$ cat config.mk
export PLATFORM = sky130hd
export DESIGN_NAME = ieee_to_int
export DESIGN_NICKNAME = d
export VERILOG_FILES = /design/src/rtl/ieee_to_int.sv
export SDC_FILE = /design/constraint.sdc
export NUM_CORES = 1
export LEC_CHECK = 0
export ABC_AREA = 1
export CELL_PAD_IN_SITES_DETAIL_PLACEMENT = 0
export CELL_PAD_IN_SITES_GLOBAL_PLACEMENT = 1
export CORE_MARGIN = 5
export CORE_UTILIZATION = 43
export DETAILED_ROUTE_END_ITERATION = 10
export GPL_TIMING_DRIVEN = 0
export PLACE_DENSITY_LB_ADDON = 0.1
export SYNTH_ARGS = -nofsm -noshare
export SYNTH_HDL_FRONTEND = slang
export SYNTH_SLANG_ARGS = --single-unit
$ cat constraint.sdc
create_clock -name clock_in -period 4.2 [get_ports clock_in]
set_input_delay 0.84 -clock clock_in [delete_from_list [all_inputs] [get_ports clock_in]]
set_output_delay 0.84 -clock clock_in [all_outputs]
set_load 0.1 [all_outputs]
$ cat src/rtl/ieee_to_int.sv
// IEEE-754 single-precision to signed 32-bit integer converter, round toward zero.
// Iterative shifter moves STEP bits per cycle (legal STEP: 1, 2, 4, 8).
`timescale 1ns/1ps
module ieee_to_int #(
    parameter int STEP = 1
) (
    input  logic        clock_in,
    input  logic        reset_in,
    input  logic        in_valid,
    output logic        in_ready,
    input  logic [31:0] inputA,
    output logic        out_valid,
    input  logic        out_ready,
    output logic [31:0] outputC,
    output logic        overflow,
    output logic        invalid
);

    typedef enum logic [1:0] {IDLE, SHIFT, DONE} state_t;

    localparam logic [4:0] STEP_AMT = 5'(STEP);

    state_t      stateReg, stateNext;
    logic [31:0] magReg, magNext;
    logic [4:0]  remReg, remNext;
    logic        leftReg, leftNext;
    logic        signReg, signNext;
    logic        ovfPendReg, ovfPendNext;
    logic        invPendReg, invPendNext;
    logic        inReadyReg, inReadyNext;
    logic        outValidReg, outValidNext;
    logic [31:0] outputCReg, outputCNext;
    logic        overflowReg, overflowNext;
    logic        invalidReg, invalidNext;

    logic        accept;
    logic        signA;
    logic [7:0]  expA;
    logic [22:0] fracA;
    logic [4:0]  amt;
    logic [31:0] magShifted;
    logic        lastStep;

    assign accept = in_valid && inReadyReg;
    assign signA  = inputA[31];
    assign expA   = inputA[30:23];
    assign fracA  = inputA[22:0];

    assign amt        = (remReg < STEP_AMT) ? remReg : STEP_AMT;
    assign magShifted = leftReg ? (magReg << amt) : (magReg >> amt);
    assign lastStep   = (remReg == amt);

    always_ff @(posedge clock_in or posedge reset_in) begin
        if (reset_in) begin
            stateReg    <= IDLE;
            magReg      <= '0;
            remReg      <= '0;
            leftReg     <= 1'b0;
            signReg     <= 1'b0;
            ovfPendReg  <= 1'b0;
            invPendReg  <= 1'b0;
            inReadyReg  <= 1'b1;
            outValidReg <= 1'b0;
            outputCReg  <= '0;
            overflowReg <= 1'b0;
            invalidReg  <= 1'b0;
        end else begin
            stateReg    <= stateNext;
            magReg      <= magNext;
            remReg      <= remNext;
            leftReg     <= leftNext;
            signReg     <= signNext;
            ovfPendReg  <= ovfPendNext;
            invPendReg  <= invPendNext;
            inReadyReg  <= inReadyNext;
            outValidReg <= outValidNext;
            outputCReg  <= outputCNext;
            overflowReg <= overflowNext;
            invalidReg  <= invalidNext;
        end
    end

    always_comb begin
        stateNext = stateReg;
        case (stateReg)
            IDLE:    if (accept) stateNext = SHIFT;
            SHIFT:   if (lastStep) stateNext = DONE;
            DONE:    if (out_ready) stateNext = IDLE;
            default: stateNext = IDLE;
        endcase
    end

    // Special operands also pass through SHIFT with a zero count, so every result
    // arrives at least one edge after accept and uses the same output-load path.
    always_comb begin
        magNext      = magReg;
        remNext      = remReg;
        leftNext     = leftReg;
        signNext     = signReg;
        ovfPendNext  = ovfPendReg;
        invPendNext  = invPendReg;
        outputCNext  = outputCReg;
        overflowNext = overflowReg;
        invalidNext  = invalidReg;
        inReadyNext  = (stateNext == IDLE);
        outValidNext = (stateNext == DONE);
        case (stateReg)
            IDLE: begin
                if (accept) begin
                    signNext    = signA;
                    remNext     = '0;
                    leftNext    = 1'b0;
                    ovfPendNext = 1'b0;
                    invPendNext = 1'b0;
                    magNext     = '0;
                    if (expA == 8'd255) begin
                        if (fracA != 23'd0) begin
                            invPendNext = 1'b1;
                        end else begin
                            ovfPendNext = 1'b1;
                            magNext     = signA ? 32'h8000_0000 : 32'h7FFF_FFFF;
                        end
                    end else if (expA >= 8'd158) begin
                        // Negating 0x80000000 yields itself, giving the negative saturation value.
                        magNext     = signA ? 32'h8000_0000 : 32'h7FFF_FFFF;
                        ovfPendNext = (inputA != 32'hCF00_0000);
                    end else if (expA >= 8'd127) begin
                        magNext = {8'b0, 1'b1, fracA};
                        if (expA >= 8'd150) begin
                            leftNext = 1'b1;
                            remNext  = 5'(expA - 8'd150);
                        end else begin
                            remNext  = 5'(8'd150 - expA);
                        end
                    end
                end
            end
            SHIFT: begin
                magNext = magShifted;
                remNext = remReg - amt;
                if (lastStep) begin
                    outputCNext  = signReg ? -magShifted : magShifted;
                    overflowNext = ovfPendReg;
                    invalidNext  = invPendReg;
                end
            end
            DONE: begin
                if (out_ready) begin
                    overflowNext = 1'b0;
                    invalidNext  = 1'b0;
                end
            end
            default: ;
        endcase
    end

    assign in_ready  = inReadyReg;
    assign out_valid = outValidReg;
    assign outputC   = outputCReg;
    assign overflow  = overflowReg;
    assign invalid   = invalidReg;

endmodule

==> results of run 1 <==
-- final timing paths --
path,to,depth (start not counted),slack (ns),from
setup reg to reg,outputC[2],8,1.32,stateReg[1]
hold / removal,outputC[30],2,0.48,outputC[30]
max in group asynchronous,in_ready,3,2.75,reset_in
hold reg to reg,outputC[30],2,0.48,outputC[30]
min in group asynchronous,outputC[17],2,0.81,reset_in
setup / recovery,magReg[3],10,0.94,inputA[23]
-- state kept, by name (all words and copies together) (netlist names) --
register    count
magReg         32
outputC        32
remReg          5
stateReg        2
in_ready        1
invPendReg      1
invalid         1
leftReg         1
out_valid       1
overflow        1
ovfPendReg      1
signReg         1
-- critical path: cells and delay by family --
family / cells / cell delay, ns
AOI/OAI and AO/OA: 4 / 1.07
adders and majority gates: 1 / 0.20
buffers and inverters: 3 / 1.16
and+or+nand+nor: 2 / 0.18
-- metal layers --
layer / wire length [um] / track usage, % / up-vias
met2: 7310 / 36.5 / 190
met1: 8040 / 34.0 / 2546
met5: 0 / 0 / -
li1: - / - / 2764
met4: 262 / 7.00 / 0
met3: 1060 / 3.11 / 19
-- cells by family after synthesis --
logic type | synth area share (%)
buffers and inverters | 8.77
DFF | 36.6
xor gates and xnor gates | 2.11
and+or+nand+nor | 35.3
adders and majority gates | 1.39
AOI/OAI and AO/OA | 15.9
-- cell type report --
| type | instances | area (um2) | share of cell area, % |
|---|---|---|---|
| repair buffers | 72 | 738 | 11.1 |
| flip-flops and latches | 79 | 1980 | 29.7 |
| inverters | 73 | 277 | 4.16 |
| well taps | 172 | 215 | 3.24 |
| plain buffers | 35 | 200 | 3.01 |
| clock inverters | 6 | 61.3 | 0.922 |
| multi-input cells | 589 | 2950 | 44.4 |
| clock buffers | 10 | 229 | 3.44 |
-- cells in the final DEF (no fill, tap or decap), types with 3 or more instances in the layout --
master / Yosys / final
o21ai_2: 6 / 6
nand4_1: 22 / 22
nand2_2: 7 / 7
dfrtp_1: 78 / 78
o21bai_1: 6 / 6
o21a_1: 3 / 3
buf_2: 7 / 7
o21ai_1: 13 / 13
xor2_1: 11 / 11
a22oi_1: 16 / 16
clkdlybuf4s50_1: 0 / 71
clkinv_2: 0 / 3
o21ai_0: 55 / 55
buf_6: 7 / 7
nor2_2: 8 / 8
clkbuf_1: 17 / 18
o22ai_1: 10 / 10
a21oi_1: 15 / 15
nor2_1: 80 / 80
nand2_1: 214 / 214
o221ai_1: 9 / 9
nor3_1: 4 / 4
nand3_1: 80 / 80
o211ai_1: 6 / 6
clkbuf_16: 0 / 9
ha_1: 6 / 6
inv_1: 70 / 69
nand3_2: 6 / 6
-- stage by stage --
stage	setup TNS, ns	instances	util, %	setup slack, ns
2_1_floorplan	0	776	-	1.34
3_3_place_gp	-0.433	1019	50.8	-0.0142
3_5_place_dp	0	1020	51.0	0.599
4_1_cts	0	1036	53.4	0.949
5_1_grt	0	1036	53.4	0.669
6_report	0	1036	53.4	0.944
==> metrics.txt, run 1 <==
syn nets 818; antenna-violating nets left 0; DP Area 6360 um2; GP Congestion 0.933; top cells by count, synth nand2_1 (214), nand3_1 (80), nor2_1 (80); Post-synth EDFFs 0; Top FF cell, synth dfrtp_1; clock sink count 79; fmax 0.307 GHz; buffer depth of the longest clock path 2; Max Cap Viol 0; Synth area leaders dfrtp_1 (36%), nand2_1 (15%), nand3_1 (7.4%); core footprint 12,500 um2; CTS H-tree depth 3; crit path capture type flip-flop; drt wl/cell roughly 16 um; PostCTS Resize Cnt 0; Worst-path clk slew 0.06 ns; area share of the largest cell type after synthesis between 30 and 40%; GRT Resource Usage Total 23.4%; Worst EP arrival 3.46 ns; biggest area consumer among synthesized cells dfrtp_1; critical path fanouts, max 10; Cells after Synth between 700 and 800; Mapped Area 5410 um2; Nets between 900 and 1k; worst hold path type reg2reg; initial DRC count 464; final setup vio count 0; Max-slew headroom 34.2%; Starting Density 43.4%; post-CTS setup buffers 0; post-route clock period utilization around 78%; Seq/Total Area, Yosys 36.6%; # hold bufs at CTS 0; Min Hold Slack about 0.48 ns; DRT Wirelength 16.7 mm; first-pass GRT wire length 27.4 mm; via/cell ratio roughly 5.3; drc violations 0; Initial DRT Pass Iterations 6; vias post-DR roughly 5.5k; WS Path Type in2reg; die width about 120 um; ant diodes 0; Worst EP required 4.41 ns; most numerous cell in the Yosys netlist nand2_1; vias in the first global route 5,271; full die area 14,900 um2; Slew Limit Fails 0; Mean Syn Cell Area roughly 7 um2; Area Growth Syn to Fin 23.1%; clock latency at the later pin of the worst-skew pair 0.35 ns; total grt overflow 0; Chip Height around 120 um; RSZ-0062 raised after global routing no; largest net degree at the start of global routing 57; port bufs between 70 and 80; fraction of registers with async set/reset 100%; clock root buffer clkbuf_16; initial antenna violation count 0; CP Cell Sequence clkdlybuf4s50_1 -> inv_1 -> ha_1 -> o21ai_0 -> a21oi_1 -> nand3_1 -> nand2_1 -> a41oi_1 -> clkbuf_1 -> o211ai_1; Cell variety after synth 38; slowest stage delay, CP 0.54 ns; status finished, final reports clean; slowest cell on the critical path clkbuf_1; Final Hold Viols 0; Layout fillers 1,258; post-route cell area approximately 6700 um2; warnings from Yosys 0; CTS tree yes; CTS buffer count 9; Startpoint Class primary input; # rows 41; share of layout cells above drive strength 1 7.75%; Worst Tran Pin Value 0.984 ns; final clock skew approximately 0.0073 ns; fin crit period 3.26 ns; FF+latch count, synth 79; Top-Level Pins 72; HPWL Detailed 13.0 mm
Power of run 1 is left out: the tool's default activity adds up to more than one toggle a clock period on the data nets, which glitch-free logic cannot reach.
==> run 2, diff against run 1 <==
- CORE_UTILIZATION: 43 -> 40
- clock period: 4.2 -> 3.16 ns (I/O delays scaled with it)
==> run 2 against run 1 <==
Cell area grew 0.73%; global-route usage is 1.4 points lower; setup slack worse by 0.63 ns; die area is 6.9% higher; via count about the same; critical path type is now reg2reg; largest cell class unchanged.
==> metrics.txt, run 2 (synthesis gave the netlist of run 1 again) <==
die width 126 um; Worst Tran Pin Value between 0.9 and 1 ns; DP Area about 6400 um2; initial antenna violation count 0; clock root buffer clkbuf_16; CTS tree yes; clock latency at the later pin of the worst-skew pair roughly 0.35 ns; WS Path Type reg2reg; drc violations 0; Initial DRT Pass Iterations 5; core footprint about 13,000 um2; fmax 0.352 GHz; # hold bufs at CTS 0; Slew Limit Fails 0; Worst-path clk slew 0.06 ns; drt wl/cell ~16 um; clock sink count 79; vias post-DR 5,524; critical path fanouts, max 10; first-pass GRT wire length about 28 mm; share of layout cells above drive strength 1 8.10%; crit path capture type flip-flop; Worst EP required 3.36 ns; HPWL Detailed 13.3 mm; via/cell ratio 5.31; GP Congestion 0.927; status finished, final reports clean; worst hold path type reg2reg; Final Hold Viols 0; PostCTS Resize Cnt 0; vias in the first global route 5,431; post-route clock period utilization approximately 90%; ant diodes 0; post-CTS setup buffers 0; GRT Resource Usage Total 22.0%; final setup vio count 0; Startpoint Class flip-flop; Max-slew headroom a little over a third; Worst EP arrival 3.05 ns; full die area 15,900 um2; post-route cell area approximately 6700 um2; # rows 42; largest net degree at the start of global routing 48; Nets 901; most frequent cells in the layout nand2_1 (214), nand3_1 (80), nor2_1 (80); Min Hold Slack 0.477 ns; buffer depth of the longest clock path 2; antenna-violating nets left 0; DRT Wirelength about 17 mm; Chip Height 126 um; total grt overflow 0; Starting Density about two fifths; port bufs 71; Max Cap Viol 0; Area Growth Syn to Fin 24.0%; final clock skew between 0.006 and 0.007 ns; CTS buffer count 9; CTS H-tree depth 3; commonest non-fill, non-tap cell in the layout nand2_1; fin crit period 2.84 ns; Top-Level Pins 72; initial DRC count between 400 and 500
run 2: cell types whose count changed in the layout (fill, tap and decap cells not counted), sizes merged:
cell | previous run | this run
bufinv | 1 | 2
clkinv | 5 | 2
inv | 72 | 73
clkinvlp | 1 | 2
run 2: stage by stage:
stage | util, % | setup TNS, ns | setup slack, ns | instances
detailed placement | 48.1 | -3.10 | -0.190 | 1024
CTS | 50.6 | 0 | 0.172 | 1040
global route | 50.6 | -0.00296 | -0.00296 | 1040
finish | 50.6 | 0 | 0.317 | 1040
global placement | 47.8 | -69.77 | -0.867 | 1023
floorplan | - | 0 | 0.506 | 776
run 2: path summary, 6_finish.rpt:
kind	startpoint	to	slack (ns)	cells past startpoint
worst max-delay path	stateReg[0]	outputC[5]	0.32	9
worst min-delay path	outputC[20]	outputC[20]	0.48	2
worst max register to register	stateReg[0]	outputC[5]	0.32	9
worst min register to register	outputC[20]	outputC[20]	0.48	2
max in group asynchronous	reset_in	in_ready	1.87	3
min in group asynchronous	reset_in	outputC[8]	0.64	2
run 2: area by class of cell:
type / instances / area (um2)
Fill cell: 1351 / 6540
Clock inverter: 6 / 92.6
Sequential cell: 79 / 1980
Inverter: 73 / 277
Timing Repair Buffer: 72 / 738
Buffer: 35 / 203
Tap cell: 176 / 220
Multi-Input combinational cell: 589 / 2950
Clock buffer: 10 / 239
run 2: layer usage:
layer | global-route usage [%] | vias to the layer above | part of all wire [%]
met2 | 33.9 | 157 | 44
met3 | 3.47 | 19 | 5.9
li1 | - | 2759 | -
met4 | 7.63 | 0 | 1.9
met5 | 0 | - | 0
met1 | 31.5 | 2589 | 48
run 2: worst max-delay path, stage by stage (launching register included):
cell and delay, ns:
dfrtp_1 0.36, inv_1 0.05, nor2_1 0.44, clkinv_1 0.46, nor2_1 0.49, inv_1 0.10, buf_2 0.23, clkbuf_1 0.34
nand2_1 0.13, o21ai_0 0.10
Power of run 2 is left out for the same reason.
==> run 3, diff against run 2 <==
- CTS_CLUSTER_DIAMETER: unset -> 50
- SLEW_MARGIN: unset -> 30
==> run 3 against run 2 <==
First-iteration DRC count down 8.0%; register-to-register slack worse by 0.03 ns; via count is 0.56% higher; critical path type unchanged; sequential share of layout area about the same; critical path depth unchanged; die area unchanged; final cell count stayed put; clock skew is essentially flat; setup slack worse by 0.032 ns; highest routed layer unchanged; non-clock buffer count unchanged; fmax shrank 1.1%; largest cell class unchanged; count of clock-buffer cells in the layout is the same.
==> metrics.txt, run 3 (synthesis gave the netlist of run 1 again) <==
area of the multi-input gates 2950 um2; # hold bufs at CTS 0; post-route cell area approximately 6700 um2; port bufs 71; post-CTS setup buffers 0; ant diodes 0; critical path fanouts, max 10; fin worst setup slack ~0.29 ns; Worst-path clk slew 0.07 ns; Top-Level Pins 72; CTS buffer count 9; Worst EP arrival 3.08 ns; most frequent cells in the layout nand2_1 (214), nand3_1 (80), nor2_1 (80); Startpoint Class flip-flop; Reg area 1980 um2; PostCTS Resize Cnt 0; post-route clock period utilization roughly nine tenths; core footprint 13,200 um2; # rows 42; Worst EP required 3.37 ns; initial DRC count 379; Max Cap Viol 0; Area Growth Syn to Fin 24.0%; clock root buffer clkbuf_16; Min Hold Slack 0.478 ns; DP Area 6370 um2; buffer depth of the longest clock path 2; fin crit period around 2.9 ns; first-pass GRT wire length 28.2 mm; Layout fillers 1,351; commonest non-fill, non-tap cell in the layout nand2_1; total grt overflow 0; CTS tree yes; crit path capture type flip-flop; Final Hold Viols 0; worst hold path type reg2reg; Worst Tran Pin Value 0.972 ns; share of layout cells above drive strength 1 8.10%; final setup vio count 0; Starting Density 40.8%; status finished, final reports clean; clock latency at the later pin of the worst-skew pair 0.35 ns; WS Path Type reg2reg; GP Congestion 0.927; Chip Height 126 um; antenna-violating nets left 0; final clock skew 0.00645 ns; fmax 0.348 GHz; initial antenna violation count 0; CTS H-tree depth 3; HPWL Detailed 13.2 mm; Nets 901; vias post-DR 5,555; DRT Wirelength 16.9 mm; Initial DRT Pass Iterations 5; die width 126 um; Slew Limit Fails 0; vias in the first global route around 5.4k; largest net degree at the start of global routing 48; drc violations 0; via/cell ratio about 5.3; drt wl/cell 16.3 um; clock sink count 79; full die area 15,900 um2; dpl ws -0.190 ns; GRT Resource Usage Total 22.0%; Max-slew headroom between 30% and 40%
run 3: critical path, cell delays in order (launching register included):
cell and delay [ns]:
dfrtp_1 0.36, inv_1 0.05, nor2_1 0.43, clkinv_1 0.48
nor2_1 0.51, inv_1 0.10, buf_2 0.23, clkbuf_1 0.34
nand2_1 0.13, o21ai_0 0.10
run 3: cell type report:
type                            instances  area share [%]
Tap cell                              176            3.29
Sequential cell                        79            29.5
Multi-Input combinational cell        589            44.1
Clock inverter                          6            1.38
Inverter                               73            4.16
Clock buffer                           10            3.57
Buffer                                 35            3.02
Timing Repair Buffer                   72            11.0
run 3: per-stage QoR:
stage / TNS (ns) / util (%) / std cells
2_1_floorplan: 0 / - / 776
3_3_place_gp: -69.77 / 47.8 / 1023
3_5_place_dp: -3.10 / 48.1 / 1024
4_1_cts: 0 / 50.6 / 1040
5_1_grt: -0.00305 / 50.6 / 1040
6_report: 0 / 50.6 / 1040
run 3: worst paths after layout:
check,depth (start not counted),end,start,slack (ns)
max,9,outputC[5],stateReg[0],0.29
min,2,outputC[20],outputC[20],0.48
max reg2reg,9,outputC[5],stateReg[0],0.29
min reg2reg,2,outputC[20],outputC[20],0.48
max in group asynchronous,3,in_ready,reset_in,1.92
min in group asynchronous,2,outputC[8],reset_in,0.63
run 3: metal layers:
layer  global-route usage [%]  share of wire, %  vias to the layer above
met5                        0                 0                        -
li1                         -                 -                     2759
met2                     33.9                44                      168
met3                     3.81               6.0                       20
met1                     31.2                48                     2608
met4                     7.63               2.0                        0
Power of run 3 is left out for the same reason.
